--- src/rtl/julia_frame_scheduler.sv ---
// Julia frame scheduler: walks the pixel grid, dispatches initial z to a pool of cores,
// collects iteration counts round-robin. Optional macro JULIA_SCHED_PERF_EN adds frame_cycles_o.
module julia_frame_scheduler #(
  parameter int NUM_CORES       = 4,
  parameter int DATA_WIDTH      = 32,
  parameter int FRACTIONAL_BITS = 24,
  parameter int MAX_ITER_WIDTH  = 16,
  parameter int COORD_WIDTH     = 11
) (
  input  logic                                clk_i,
  input  logic                                rst_i,
  input  logic                                frame_start_i,
  input  logic [COORD_WIDTH-1:0]              width_i,
  input  logic [COORD_WIDTH-1:0]              height_i,
  input  logic [DATA_WIDTH-1:0]               x0_i,
  input  logic [DATA_WIDTH-1:0]               y0_i,
  input  logic [DATA_WIDTH-1:0]               dx_i,
  input  logic [DATA_WIDTH-1:0]               dy_i,
  input  logic [DATA_WIDTH-1:0]               cx_i,
  input  logic [DATA_WIDTH-1:0]               cy_i,
  input  logic [MAX_ITER_WIDTH-1:0]           max_iter_i,
  output logic [NUM_CORES-1:0]                core_start_o,
  output logic [DATA_WIDTH-1:0]               core_zx_o,
  output logic [DATA_WIDTH-1:0]               core_zy_o,
  output logic [DATA_WIDTH-1:0]               core_cx_o,
  output logic [DATA_WIDTH-1:0]               core_cy_o,
  output logic [MAX_ITER_WIDTH-1:0]           core_max_iter_o,
  input  logic [NUM_CORES-1:0]                core_done_i,
  input  logic [NUM_CORES*MAX_ITER_WIDTH-1:0] core_iter_i,
  output logic                                res_valid_o,
  input  logic                                res_ready_i,
  output logic [COORD_WIDTH-1:0]              res_px_o,
  output logic [COORD_WIDTH-1:0]              res_py_o,
  output logic [MAX_ITER_WIDTH-1:0]           res_iter_o,
  output logic                                busy_o,
  output logic                                frame_done_o
`ifdef JULIA_SCHED_PERF_EN
  ,
  output logic [31:0]                         frame_cycles_o
`endif
);

  localparam int IDX_W = (NUM_CORES > 1) ? $clog2(NUM_CORES) : 1;

  localparam logic [1:0] S_IDLE  = 2'd0;
  localparam logic [1:0] S_RUN   = 2'd1;
  localparam logic [1:0] S_DRAIN = 2'd2;

  if (FRACTIONAL_BITS >= DATA_WIDTH || NUM_CORES < 1 || NUM_CORES > 16) begin : g_bad_cfg
    $error("julia_frame_scheduler: unsupported parameter set");
  end

  // Returns {found, index} of the first candidate at or after ptr, wrapping.
  function automatic logic [IDX_W:0] rr_pick(input logic [NUM_CORES-1:0] cand,
                                             input logic [IDX_W-1:0]     ptr);
    logic [IDX_W:0] pick;
    int j;
    pick = '0;
    for (int i = NUM_CORES - 1; i >= 0; i--) begin
      j = int'(ptr) + i;
      if (j >= NUM_CORES) j = j - NUM_CORES;
      if (cand[j]) pick = {1'b1, IDX_W'(j)};
    end
    return pick;
  endfunction

  logic [1:0]                    state_q;
  logic [COORD_WIDTH-1:0]        width_q, height_q;
  logic [COORD_WIDTH-1:0]        px_p0, py_p0;
  logic signed [DATA_WIDTH-1:0]  x0_q, dx_q, dy_q;
  logic signed [DATA_WIDTH-1:0]  zx_p0, zy_p0;
  logic [NUM_CORES-1:0]          busy_q;
  logic [2*COORD_WIDTH-1:0]      tag_q [NUM_CORES];
  logic [IDX_W-1:0]              rr_ptr_q;

  logic                          accept, empty_frame, dispatch, last_px, last_pixel;
  logic [NUM_CORES-1:0]          start_oh, cand, grant_oh;
  logic [IDX_W:0]                pick;
  logic [IDX_W-1:0]              grant_idx;
  logic                          load_ok, grant, drain_done;
  logic [2*COORD_WIDTH-1:0]      grant_tag;
  logic [MAX_ITER_WIDTH-1:0]     grant_iter;

  assign accept      = (state_q == S_IDLE) && frame_start_i;
  assign empty_frame = (width_i == '0) || (height_i == '0);
  assign last_px     = (px_p0 == width_q - COORD_WIDTH'(1));
  assign last_pixel  = last_px && (py_p0 == height_q - COORD_WIDTH'(1));

  // Stage p0: dispatch to the lowest-index idle core
  always_comb begin
    start_oh = '0;
    if (state_q == S_RUN) begin
      for (int k = NUM_CORES - 1; k >= 0; k--) begin
        if (!busy_q[k]) begin
          start_oh    = '0;
          start_oh[k] = 1'b1;
        end
      end
    end
  end

  assign dispatch     = |start_oh;
  assign core_start_o = start_oh;
  assign core_zx_o    = zx_p0;
  assign core_zy_o    = zy_p0;
  assign busy_o       = (state_q != S_IDLE);

  // Stage p1: round-robin collect into the result register
  assign cand       = core_done_i & busy_q;
  assign load_ok    = !res_valid_o || res_ready_i;
  assign pick       = rr_pick(cand, rr_ptr_q);
  assign grant_idx  = pick[IDX_W-1:0];
  assign grant      = load_ok && pick[IDX_W];
  assign drain_done = (state_q == S_DRAIN) && (busy_q == '0) && load_ok;

  always_comb begin
    grant_oh   = '0;
    grant_tag  = '0;
    grant_iter = '0;
    for (int k = 0; k < NUM_CORES; k++) begin
      if (k == int'(grant_idx)) begin
        grant_oh[k] = grant;
        grant_tag   = tag_q[k];
        grant_iter  = core_iter_i[k*MAX_ITER_WIDTH +: MAX_ITER_WIDTH];
      end
    end
  end

  always_ff @(posedge clk_i or posedge rst_i) begin
    if (rst_i) begin
      state_q      <= S_IDLE;
      frame_done_o <= 1'b0;
      busy_q       <= '0;
      rr_ptr_q     <= '0;
      res_valid_o  <= 1'b0;
    end else begin
      frame_done_o <= 1'b0;
      case (state_q)
        S_IDLE: begin
          if (frame_start_i) begin
            if (empty_frame) frame_done_o <= 1'b1;
            else             state_q      <= S_RUN;
          end
        end
        S_RUN: begin
          if (dispatch && last_pixel) state_q <= S_DRAIN;
        end
        S_DRAIN: begin
          if (drain_done) begin
            state_q      <= S_IDLE;
            frame_done_o <= 1'b1;
          end
        end
        default: state_q <= S_IDLE;
      endcase
      // A core granted this cycle stays masked until the next cycle.
      busy_q <= (busy_q & ~grant_oh) | start_oh;
      if (grant) begin
        res_valid_o <= 1'b1;
        rr_ptr_q    <= (grant_idx == IDX_W'(NUM_CORES - 1)) ? '0 : grant_idx + IDX_W'(1);
      end else if (res_ready_i) begin
        res_valid_o <= 1'b0;
      end
    end
  end

  always_ff @(posedge clk_i or posedge rst_i) begin
    if (rst_i) begin
      width_q         <= '0;
      height_q        <= '0;
      px_p0           <= '0;
      py_p0           <= '0;
      x0_q            <= '0;
      dx_q            <= '0;
      dy_q            <= '0;
      zx_p0           <= '0;
      zy_p0           <= '0;
      core_cx_o       <= '0;
      core_cy_o       <= '0;
      core_max_iter_o <= '0;
      res_px_o        <= '0;
      res_py_o        <= '0;
      res_iter_o      <= '0;
      for (int k = 0; k < NUM_CORES; k++) tag_q[k] <= '0;
    end else begin
      if (accept) begin
        width_q         <= width_i;
        height_q        <= height_i;
        x0_q            <= $signed(x0_i);
        dx_q            <= $signed(dx_i);
        dy_q            <= $signed(dy_i);
        core_cx_o       <= cx_i;
        core_cy_o       <= cy_i;
        core_max_iter_o <= max_iter_i;
        px_p0           <= '0;
        py_p0           <= '0;
        zx_p0           <= $signed(x0_i);
        zy_p0           <= $signed(y0_i);
      end else if (dispatch) begin
        if (last_px) begin
          px_p0 <= '0;
          py_p0 <= py_p0 + COORD_WIDTH'(1);
          zx_p0 <= x0_q;
          zy_p0 <= zy_p0 + dy_q;
        end else begin
          px_p0 <= px_p0 + COORD_WIDTH'(1);
          zx_p0 <= zx_p0 + dx_q;
        end
      end
      for (int k = 0; k < NUM_CORES; k++) begin
        if (start_oh[k]) tag_q[k] <= {py_p0, px_p0};
      end
      if (grant) begin
        res_px_o   <= grant_tag[COORD_WIDTH-1:0];
        res_py_o   <= grant_tag[2*COORD_WIDTH-1:COORD_WIDTH];
        res_iter_o <= grant_iter;
      end
    end
  end

`ifdef JULIA_SCHED_PERF_EN
  logic perf_run_q;

  function automatic logic [31:0] sat_inc32(input logic [31:0] v);
    return (v == 32'hFFFF_FFFF) ? v : v + 32'd1;
  endfunction

  // Counts from the acceptance cycle through the frame_done_o cycle.
  always_ff @(posedge clk_i or posedge rst_i) begin
    if (rst_i) begin
      frame_cycles_o <= '0;
      perf_run_q     <= 1'b0;
    end else if (accept) begin
      frame_cycles_o <= 32'd1;
      perf_run_q     <= 1'b1;
    end else if (perf_run_q) begin
      frame_cycles_o <= sat_inc32(frame_cycles_o);
      if (frame_done_o) perf_run_q <= 1'b0;
    end
  end
`else
  // Frame timer not built in this configuration.
`endif

endmodule

--- config.mk ---
export PLATFORM = sky130hd
export DESIGN_NAME = julia_frame_scheduler
export DESIGN_NICKNAME = d
export VERILOG_FILES = /design/src/rtl/julia_frame_scheduler.sv
export SDC_FILE = /design/constraint.sdc
export NUM_CORES = 1
export LEC_CHECK = 0
export CAP_MARGIN = 15
export CELL_PAD_IN_SITES_DETAIL_PLACEMENT = 1
export CELL_PAD_IN_SITES_GLOBAL_PLACEMENT = 2
export CORE_MARGIN = 5
export CORE_UTILIZATION = 33
export CTS_BUF_LIST = sky130_fd_sc_hd__clkbuf_16
export DETAILED_ROUTE_END_ITERATION = 16
export DONT_BUFFER_PORTS = 1
export PLACE_DENSITY_LB_ADDON = 0.1
export SYNTH_ARGS = -nofsm -noshare
export SYNTH_HDL_FRONTEND = slang
export SYNTH_SLANG_ARGS = --single-unit
export TNS_END_PERCENT = 100
--- constraint.sdc ---
create_clock -name clk_i -period 36.4 [get_ports clk_i]
set_input_delay 7.28 -clock clk_i [delete_from_list [all_inputs] [get_ports clk_i]]
set_output_delay 7.28 -clock clk_i [all_outputs]
set_load 0.02 [all_outputs]
==> metrics.csv <==
metric;value;unit
antenna viol nets, final;0;
clk_lat worst skew;0.59;ns
Slew Viols, Final;0;
Crit Reg-Reg Endpoint;core_zx_o[30];
Syn Area/Cell;8.629;µm²
PD cells;97.48;nW/µm²
clock buffer depth;3;
initial antenna violation count;3;
Worst Path Arrival;2.79;ns
YS warnings;0;
Sw Share;44.31;%
CTS tree;done;
hold depth;2;
placer congestion estimate;0.8523;
worst path cell trace;nor2b_1 > nand3_1 > nor2_2 > buf_4;
FILL cells;7617;
DP Cell Count;3237;
length in cells of the worst reg-to-reg path;10;
Seq pwr share;39.3;%
syn nets;2877;
clk slew on worst S/H paths;0.06;ns
die width;265.8;µm
Netlist cell types;76;
Fin Setup TNS;0;ns
H-tree depth;2;
Synth Instances;2503;
TritonCTS Buffers;50;
final cell count without fillers;3331;
CP top delay family;simple AND/OR/NAND/NOR gates;
worst r2r src;width_q[0];
row cnt;93;
CP max stage delay;0.77;ns
DIE HEIGHT;265.8;µm
# hold bufs at CTS;0;
layout cells sized above 1;8.610;%
root buf cell;clkbuf_16;
Seq. cell area;10510;µm²
worst hold path type;register to register;
switching power;0.001037;W
crit path max fanout;14;
GRT Util Overall;20.12;%
CTS Sinks;420;
Initial Util;33.38;%
total power;0.002339;W
Post-CTS Setup Repair Bufs;0;
1st-iter DRT viols;845;
total I/O pin count;491;
DRC;0;
Crit path required time;29.12;ns
Tcrit/Tclk final;27.66;%
Hold Violations, Final;0;
per-cell routed wire length;22.03;µm
synthesized flop and latch total;420;
internal power;0.001303;W
largest net degree at the start of global routing;141;
R2R Setup Slk;32.35;ns
Post-synth EDFFs;0;
Multi-input gate area;10420;µm²
Seq/Total Area, Yosys;48.66;%
Rel. slew slack;31.28;%
post-cts gate resize count;0;
FMAX;99.32;MHz
CP max-delay cell;nor2_2;
Via Count;17484;
Synth async-reset ratio;100.0;%
Max-cap violations;0;
HPWL after DPL;52.24;mm
clock share of power;21.8;%
Pleak;11.46;nW
outcome;finished, final reports clean;
DR pass1 iterations;5;
Routed Wire Length;73.38;mm
Worst Path Buf+Inv;1;
GR Overflow Total;0;
Worst Tran Pin Value;1.031;ns
RSZ-0062 raised after global routing;false;
cell depth of the worst setup path;4;
crit path launch type;register;
min cycle time layout;10.07;ns
Vias/cell;5.249;
Peak supply drop;38.71;µV
first-pass GRT wire length;113.7;mm
core area;64700;µm²
Comb pwr share;38.9;%
Final setup viols;0;
crit path capture type;output pin;
Worst Hold Endpoint;x0_q[12];
vias in the first global route;18709;
Hold Startpoint;x0_q[12];
# nets final;2808;
Port Buffers;0;
die area;70670;µm²
ys flop type;dfrtp_1;
Max Clock Skew;0.01593;ns
Area Overhead vs Synth;11.12;%
CP Class;register to output pin;
Mapped Area;21600;µm²
-- final cells by class --
cell class	instances	area share (%)
clock inverters	41	1.507
well taps	855	4.457
diodes	2	0.02085
inverters	34	0.5630
clock buffers	51	5.317
multi-input cells	1900	43.42
repair buffers	28	0.9280
flip-flops and latches	420	43.79
-- worst max path at each step --
stage,from,slack [ns],end
2_1_floorplan,rst_i,17.43,busy_q[0]
3_3_place_gp,core_done_i[0],26.35,res_iter_o[3]
3_5_place_dp,core_done_i[0],26.20,res_iter_o[2]
4_1_cts,state_q[0],26.21,core_start_o[2]
5_1_grt,state_q[0],26.14,core_start_o[2]
6_report,state_q[1],26.33,core_start_o[2]
-- routing by layer --
| layer | routed length [µm] | part of all wire, % | GRT usage [%] |
|---|---|---|---|
| met1 | 32050 | 44 | 26.14 |
| met2 | 35600 | 49 | 34.09 |
| met3 | 4072 | 5.5 | 4.626 |
| met4 | 1652 | 2.3 | 5.190 |
| met5 | 0 | 0 | 0 |
-- state kept, by name, indices dropped and copies added, names as in the netlist, 32 cells and up --
register   cells
x0_q          32
dy_q          32
tag_q         88
dx_q          32
core_cy_o     32
core_zy_o     32
core_zx_o     32
core_cx_o     32
-- cell usage after synthesis, types with 14 or more instances --
cell type	number	area, µm²
a211oi_1	14	105.1
a21o_1	34	255.2
a21oi_1	267	1336
a31oi_1	29	181.4
and3_1	17	106.4
clkbuf_1	125	469.2
dfrtp_1	420	10510
ha_1	70	875.8
inv_1	34	127.6
mux2_2	89	1002
nand2_1	740	2778
nand3_1	23	115.1
nand4_1	15	93.84
nor2_1	235	882.1
nor3_1	15	75.07
o21ai_0	97	485.5
xnor2_1	45	394.1
xor2_1	40	350.3
-- through the flow --
step	setup slack (ns)	hold slack, ns	util [%]	cell area, µm²
finish	26.33	0.4761	37.10	24000
global route	26.14	0.4979	37.10	24000
CTS	26.21	0.4808	37.09	24000
detailed placement	26.20	0.4641	34.56	22360
global placement	26.35	0.4552	34.56	22360
floorplan	17.43	0.4374	-	21600
-- logic make-up after synthesis --
| logic type | share of synthesized area (%) |
|---|---|
| buffers and inverters | 3.314 |
| xor gates and xnor gates | 3.447 |
| adders and majority gates | 4.241 |
| DFF | 48.66 |
| muxes | 4.826 |
| AOI/OAI and AO/OA | 14.67 |
| and+or+nand+nor | 20.84 |
-- cells in the final DEF, fill, tap and decap left out, types with 34 or more instances in the layout --
master,instances
a21o_1,34
a21oi_1,266
clkbuf_16,51
dfrtp_1,420
ha_1,67
inv_1,43
mux2_2,89
nand2_1,739
nor2_1,232
o21ai_0,97
xnor2_1,45
xor2_1,40
-- power groups by stage --
stage | logic [W] | registers [W] | clock network (W)
6_report | 0.000910 | 0.000919 | 0.000511
5_1_grt | 0.00104 | 0.000941 | 0.000548
4_1_cts | 0.000923 | 0.000925 | 0.000530
3_5_place_dp | 0.000918 | 0.000930 | 0
3_3_place_gp | 0.000891 | 0.000930 | 0
2_1_floorplan | 0.000723 | 0.000838 | 0
-- worst min-delay path, cell delays in order, from the launching register on --
cell	delay [ns]
dfrtp_1	0.34
nand2_1	0.05
nand2_1	0.05
No activity file was read; power rests on OpenSTA's default activity.
